--- src/rtl/multi_dev_bridge.sv ---
`default_nettype none
// ============================================================================
// Module   : multi_dev_bridge
// Purpose  : Routes CPU M-stage accesses to data memory or to NDEV memory-mapped
//            peripheral slots, stalling the CPU while a slot handshakes.
//            Optional macro BRIDGE_TIMEOUT_EN adds a WAIT timeout with bus_err.
// Revision : 1.0 - initial release
// ============================================================================
module multi_dev_bridge #(
    parameter int          NDEV     = 2,
    parameter logic [31:0] DEV_BASE = 32'h0000_7F00,
    parameter int          TIMEOUT  = 16
) (
    input  logic                 clk,
    input  logic                 reset,
    input  logic [31:0]          cpu_addr,
    input  logic [31:0]          cpu_wdata,
    input  logic [3:0]           cpu_byteen,
    output logic [31:0]          cpu_rdata,
    output logic                 cpu_stall,
    output logic [31:0]          dm_addr,
    output logic [31:0]          dm_wdata,
    output logic [3:0]           dm_byteen,
    input  logic [31:0]          dm_rdata,
    output logic [31:0]          dev_addr,
    output logic [31:0]          dev_wdata,
    output logic [NDEV-1:0]      dev_sel,
    output logic                 dev_we,
    input  logic [NDEV*32-1:0]   dev_rdata,
    input  logic [NDEV-1:0]      dev_ready,
    output logic                 bus_err
);

    localparam int          c_IW       = (NDEV > 1) ? $clog2(NDEV) : 1;
    localparam logic [31:0] c_WIN_SIZE = 32'(16 * NDEV);

    generate
        if (NDEV < 1 || NDEV > 8 || TIMEOUT < 1) begin : g_bad_params
            $error("multi_dev_bridge: parameter out of range");
        end
    endgenerate

    typedef enum logic [1:0] {
        S_IDLE = 2'd0,
        S_WAIT = 2'd1,
        S_DONE = 2'd2
    } state_t;

    state_t          r_state_q,  w_state_d;
    logic [31:0]     r_addr_q,   w_addr_d;
    logic [31:0]     r_wdata_q,  w_wdata_d;
    logic [3:0]      r_byteen_q, w_byteen_d;
    logic [c_IW-1:0] r_idx_q,    w_idx_d;
    logic [31:0]     r_rdata_q,  w_rdata_d;

    logic [31:0] w_offset;
    logic        w_in_win;
    logic        w_hit;
    logic        w_ready;
    logic [31:0] w_slot_rdata;
    logic        w_timeout;

    // Below-base addresses wrap to a huge offset, so one compare covers both bounds.
    assign w_offset     = cpu_addr - DEV_BASE;
    assign w_in_win     = (w_offset < c_WIN_SIZE);
    assign w_hit        = w_in_win && (w_offset[3:2] != 2'b11);
    assign w_ready      = dev_ready[r_idx_q];
    assign w_slot_rdata = dev_rdata[32*r_idx_q +: 32];

`ifdef BRIDGE_TIMEOUT_EN
    localparam int c_TW = $clog2(TIMEOUT + 1);

    logic [c_TW-1:0] r_cnt_q, w_cnt_d;
    logic            r_bus_err_q, w_bus_err_d;

    // Counter is held at zero outside WAIT, so it is clear on every WAIT entry.
    assign w_cnt_d     = (r_state_q == S_WAIT) ? r_cnt_q + 1'b1 : '0;
    assign w_timeout   = (r_cnt_q == c_TW'(TIMEOUT - 1));
    assign w_bus_err_d = (r_state_q == S_WAIT) && !w_ready && w_timeout;
    assign bus_err     = r_bus_err_q;

    always_ff @(posedge clk) begin
        if (reset) begin
            r_cnt_q     <= '0;
            r_bus_err_q <= 1'b0;
        end else begin
            r_cnt_q     <= w_cnt_d;
            r_bus_err_q <= w_bus_err_d;
        end
    end
`else
    assign w_timeout = 1'b0;
    assign bus_err   = 1'b0;
`endif

    always_comb begin
        w_state_d  = r_state_q;
        w_addr_d   = r_addr_q;
        w_wdata_d  = r_wdata_q;
        w_byteen_d = r_byteen_q;
        w_idx_d    = r_idx_q;
        w_rdata_d  = r_rdata_q;
        case (r_state_q)
            S_IDLE: begin
                if (w_hit) begin
                    w_addr_d   = cpu_addr;
                    w_wdata_d  = cpu_wdata;
                    w_byteen_d = cpu_byteen;
                    w_idx_d    = w_offset[c_IW+3:4];
                    w_state_d  = S_WAIT;
                end
            end
            S_WAIT: begin
                if (w_ready) begin
                    w_rdata_d = w_slot_rdata;
                    w_state_d = S_DONE;
                end else if (w_timeout) begin
                    w_rdata_d = 32'h0;
                    w_state_d = S_DONE;
                end
            end
            S_DONE:  w_state_d = S_IDLE;
            default: w_state_d = S_IDLE;
        endcase
    end

    always_ff @(posedge clk) begin
        if (reset) begin
            r_state_q  <= S_IDLE;
            r_addr_q   <= 32'h0;
            r_wdata_q  <= 32'h0;
            r_byteen_q <= 4'h0;
            r_idx_q    <= '0;
            r_rdata_q  <= 32'h0;
        end else begin
            r_state_q  <= w_state_d;
            r_addr_q   <= w_addr_d;
            r_wdata_q  <= w_wdata_d;
            r_byteen_q <= w_byteen_d;
            r_idx_q    <= w_idx_d;
            r_rdata_q  <= w_rdata_d;
        end
    end

    always_comb begin
        cpu_stall = 1'b0;
        cpu_rdata = dm_rdata;
        dm_byteen = cpu_byteen;
        dev_sel   = '0;
        dev_we    = 1'b0;
        case (r_state_q)
            S_IDLE: begin
                if (w_in_win) begin
                    dm_byteen = 4'h0;
                    cpu_rdata = 32'h0;
                    cpu_stall = w_hit;
                end
            end
            S_WAIT: begin
                cpu_stall = 1'b1;
                dm_byteen = 4'h0;
                cpu_rdata = 32'h0;
                dev_sel   = NDEV'(1) << r_idx_q;
                dev_we    = |r_byteen_q;
            end
            S_DONE: begin
                cpu_rdata = r_rdata_q;
                if (w_in_win) begin
                    dm_byteen = 4'h0;
                end
            end
            default: ;
        endcase
    end

    assign dm_addr   = cpu_addr;
    assign dm_wdata  = cpu_wdata;
    assign dev_addr  = r_addr_q;
    assign dev_wdata = r_wdata_q;

endmodule
`default_nettype wire

--- config.mk ---
export PLATFORM = sky130hd
export DESIGN_NAME = multi_dev_bridge
export DESIGN_NICKNAME = d
export VERILOG_FILES = /design/src/rtl/multi_dev_bridge.sv
export SDC_FILE = /design/constraint.sdc
export NUM_CORES = 1
export LEC_CHECK = 0
export BUFFER_PORTS_ARGS = -buffer_cell sky130_fd_sc_hd__buf_2
export CORE_AREA = 2 2 130 132
export CTS_BUF_LIST = sky130_fd_sc_hd__clkbuf_2
export DETAILED_ROUTE_END_ITERATION = 16
export DIE_AREA = 0 0 132 134
export SLEW_MARGIN = 20
export SYNTH_ARGS = -nofsm -noshare
export SYNTH_HDL_FRONTEND = slang
export SYNTH_SLANG_ARGS = --single-unit
export TNS_END_PERCENT = 10
--- constraint.sdc ---
create_clock -name clk -period 1.7 [get_ports clk]
set_input_delay 0 -clock clk [delete_from_list [all_inputs] [get_ports clk]]
set_output_delay 0 -clock clk [all_outputs]
set_load 0.01 [all_outputs]
== Word-level counts from Yosys, hierarchy flattened ==
Cells that the tools add are included.
Word-level totals
  bits in registers: 103
  bits of input ports: 168
Cells by class
  add/subtract/negate cells: 1
  reductions and logical operators: 7
  equal/unequal tests: 5
  shifts and indexed selects: 2
  muxes and demuxes: 13
  $lt $le $gt $ge: 2
Operators by type and width (count)
  $pmux W32 S3: 1
  $shiftx A64 B7 Y32: 1
  $lt A32 B6 Y1 const B: 1
  $mux W32: 1
  $sub A32 B15 Y32 const B: 1
  $pmux W4 S2: 1
  $mux W2: 3
  $ne A2 B2 Y1 const B: 3
  $reduce_and A2 Y1: 3
  $mux W1: 4
  $mux W4: 1
  $pmux W2 S2: 1
  $reduce_or A4 Y1: 1
  $eq A2 B1 Y1 const B: 1
  $eq A2 B2 Y1 const B: 1
  $logic_not A2 Y1: 1
  $lt A1 B2 Y1 const B: 1
  $pmux W1 S2: 1
  $reduce_or A2 Y1: 1
  $shl A1 B1 Y2 const A: 1
  $logic_and A1 B1 Y1: 1

== Depth between registers and ports, before layout ==
  depth in word-level cells: 5
  mapped depth: 8
  mapped depth without buffers: 4

== Worst setup path before layout ==
Ideal clock, no wire load.
  path kind: reg2reg
  from: reg r_state_q[1]
  to: reg r_wdata_q[10], in the netlist dev_wdata[10]
  library setup time: 0.070 ns
  arrival time: 1.371 ns
  setup slack: 0.259 ns
  path buffers: 4
  cell stages (with the launch flop): 9
  cell sequence: dfxtp_1 -> buf_6 -> a211oi_4 -> and4_1 -> buf_4 -> buf_8 -> buf_6 -> nand3_1 -> a21oi_1
On the way
  word-level cells in the longest chain between the ends: 2
Ends and longest elaborated chain
  start, declared: RTL line 49  | state_t r_state_q, w_state_d;
  start signal, assigned: RTL line 136  | r_state_q <= w_state_d;
  $logic_not A2 Y1: RTL line 103  | case (r_state_q)
  $reduce_and A2 Y1 (no source line)
  end signal, assigned: RTL line 138  | r_wdata_q <= w_wdata_d;
  end, declared: RTL line 51  | logic [31:0] r_wdata_q, w_wdata_d;
No other way between the ends.
A chain may end at the register's enable or synchronous reset.

== Worst setup path after layout ==
  from: reg r_state_q[0]
  to: out cpu_rdata[3]
On the way
  word-level cells in the longest chain between the ends: 2
  elaborated cells on any way between the ends: 4
  those cells by class: 2 x eq/ne; 1 x mux; 1 x reduce/logical
Ends and longest elaborated chain
  $eq A2 B2 Y1 (tied with other cells): RTL line 151  | case (r_state_q)
  $pmux W32 S3 *: RTL line 151
  end, declared: RTL line 19  | output logic [31:0] cpu_rdata,
Mark *: on every way between the ends. The rest lies on a longest branch, timed or not.

==> results.ini <==
[outcome]
status=complete, but fails checks
violations=negative setup slack

[detailed_routing]
drt-total-wl_mm=19.0
via_count=5611
via_per_inst=4.81
drc=0
ant_nets=0
dr.pass1.iters=5
drtIter0Drc=225
wire_per_inst_um=16.3

[sta]
setup_ws_ns=-0.235
rsz0062_at_grt=yes
max_freq_ghz=0.517
fin_crit_ns=1.94
maxSlewViolCount=0
finalCritPeriodShare_pct=114
hold_violations=0
setup_viol=38
skew_ns=0.0421
fin_hold_ws_ns=0.0945

[yosys]
seq_area_frac_synth_pct=39.2
yosysWarnings=0
ys_seq_elements=102
netlist_area_um2=5200
avgSynthCellArea_um2=9.10
synth_nets=740
yosysTopAreaCell=dfxtp_1
synth_top_area_share_pct=39.2
synth_area_leaders=dfxtp_1, buf_4, mux2_2, mux2i_1, a22o_1
synth_cells=572
ys_types=31

[global_route]
first_global_vias=5410
grt_max_degree=65
antenna_found_initial=1
grt_pass1_wl_mm=28.6
grt_util_met1_pct=24.3
grt_use_met3_pct=5.56
use_met2_pct=35.0
grt_overflow=0
grt_use_total_pct=20.1
busiest_layer=met2

[place]
placed_cells=1030
portBuffers=335
gp_congestion=0.764
place_area_um2=6670
dpl.hpwl_mm=12.1

[cts]
insertion_delay_ns=0.58
cts_tree=yes
root_buffer=clkbuf_2
clockBufferDepth=2
h-tree-depth=3
cts_sinks=102
path_clk_slew_ns=0.32
cts_made_buffers=9

[power]
p_int_mw=3.22
p_sw_share_pct=27.1
p_switching_mw=1.20
power_density_nw_per_um2=536
p_clk_share_pct=27.7
p_leak_nw=3.68
p_comb_share_pct=18.1
ir_drop_v=0.000321
pwr-share-seq_pct=54.3

[layout]
areaGrowthSynthToFinish_pct=58.3
final_common_cell=buf_2
nFillCells=1473
drive_above_1_share_pct=45.4
final_cell_mix=buf_2, dlygate4sd3_1, dfxtp_1, a21oi_1
final_nets=1108
final_cells=1166
final_area_um2=8240

[setup_path]
crit_start=r_state_q[0]
critPathSlowestCell=dfxtp_4
cp.arrival_ns=1.94
end_kind=primary output
r2r-start=dev_addr[4]
reg2reg_to=r_rdata_q[0]
critPathMaxFanout=8
crit_type=reg -> out
crit_chain=buf_12, buf_16, mux2_4, a22o_1, buf_2
critPathMaxStageDelay_ns=0.46
crit_path_end=cpu_rdata[3]
crit_path_start_kind=register
reg2reg_slack_ns=0.04
r2r_cells=4
critPathRequiredTime_ns=1.70

[die]
die-area_um2=17700
start_util_pct=31.9
io-pin-count=337
dieWidth_um=132
fp.coreArea_um2=16300
die_y_um=134
rows=47

[run]
drv_cap=0

[hold_path]
hold_class=in -> reg
hold_path.startpoint=cpu_addr[25]

-- power groups by stage --
stage	registers, mW	logic (mW)	clock network (mW)
after floorplan	2.44	0.292	0
after global placement	2.44	0.568	0
after detailed placement	2.44	0.569	0
after CTS	2.40	0.765	1.30
after global routing	2.40	0.848	1.39
final	2.40	0.798	1.22
-- stage by stage --
step / setup slack [ns] / power [mW] / util (%) / TNS [ns]
2_1_floorplan: 0.259 / 2.73 / - / 0
3_3_place_gp: 0.0841 / 3.01 / 40.9 / 0
3_5_place_dp: 0.0743 / 3.01 / 40.9 / 0
4_1_cts: -0.334 / 4.47 / 49.8 / -11.71
5_1_grt: -0.385 / 4.64 / 50.6 / -13.92
6_report: -0.235 / 4.42 / 50.6 / -7.25
-- worst max-delay path, delay by kind of cell, from the launching register on --
kind | cells | cell delay, ns
buffers and inverters | 3 | 0.41
AOI/OAI and AO/OA | 1 | 0.18
muxes | 1 | 0.31
DFF | 1 | 0.46
-- timing repair --
item | 4_1_cts | 5_1_grt
hold buffers | 108 | 4
resized for setup | 32 | 23
endpoints found under the hold margin | 82 | 4
cloned | 3 | 0
endpoints found under the setup margin | 40 | 69
setup buffers | 5 | 0
pin swaps | 3 | 11
-- cell usage after synthesis --
cell	number
dfxtp_1	102
buf_4	71
a21oi_1	50
nand3_1	42
nor2_1	42
o21ai_0	41
mux2i_1	33
a211oi_1	32
a22o_1	32
mux2_2	32
clkbuf_1	29
and2_1	20
buf_2	11
buf_6	6
and3_1	5
and4_1	3
a211oi_4	2
nand2b_1	2
nand4_1	2
nor3_1	2
nor4_1	2
nor4_2	2
buf_1	1
buf_8	1
conb_1	1
inv_1	1
nand2_1	1
nand3b_1	1
nor2_4	1
nor4b_1	1
nor4bb_1	1
-- how the worst min path moves through the flow --
stage	cells after the start	to
final	6	dev_wdata[1]
after global routing	6	dev_wdata[23]
after CTS	5	r_rdata_q[22]
after detailed placement	2	dm_addr[8]
after global placement	2	dm_addr[14]
after floorplan	1	dm_addr[0]
-- registers in the layout, summed over array words and instances, names as in the netlist --
| register | cells |
|---|---|
| dev_addr | 32 |
| dev_wdata | 32 |
| r_byteen_q | 4 |
| r_rdata_q | 32 |
| r_state_q | 2 |
-- metal layers --
| layer | share of wire (%) | wire, um |
|---|---|---|
| met4 | 1.7 | 315 |
| met1 | 42 | 7930 |
| met5 | 0 | 0 |
| met3 | 7.7 | 1460 |
| met2 | 49 | 9330 |
-- area by class of cell --
class,count,area (um^2),area share [%]
tap,220,275,3.34
inverter,1,3.75,0.0456
multi-input combinational,350,2540,30.8
antenna,1,2.50,0.0304
timing repair buffer,476,3240,39.3
sequential,102,2050,24.9
clock inverter,7,81.3,0.987
clock buffer,9,45.0,0.547
-- logic make-up after synthesis --
group	Yosys count	synth area share, %
AOI/OAI and AO/OA	157	19.5
and+or+nand+nor	127	12.8
buffers and inverters	120	15.1
DFF	102	39.2
muxes	65	13.3
other	1	0.0721
Power figures use the tool's default switching activity.
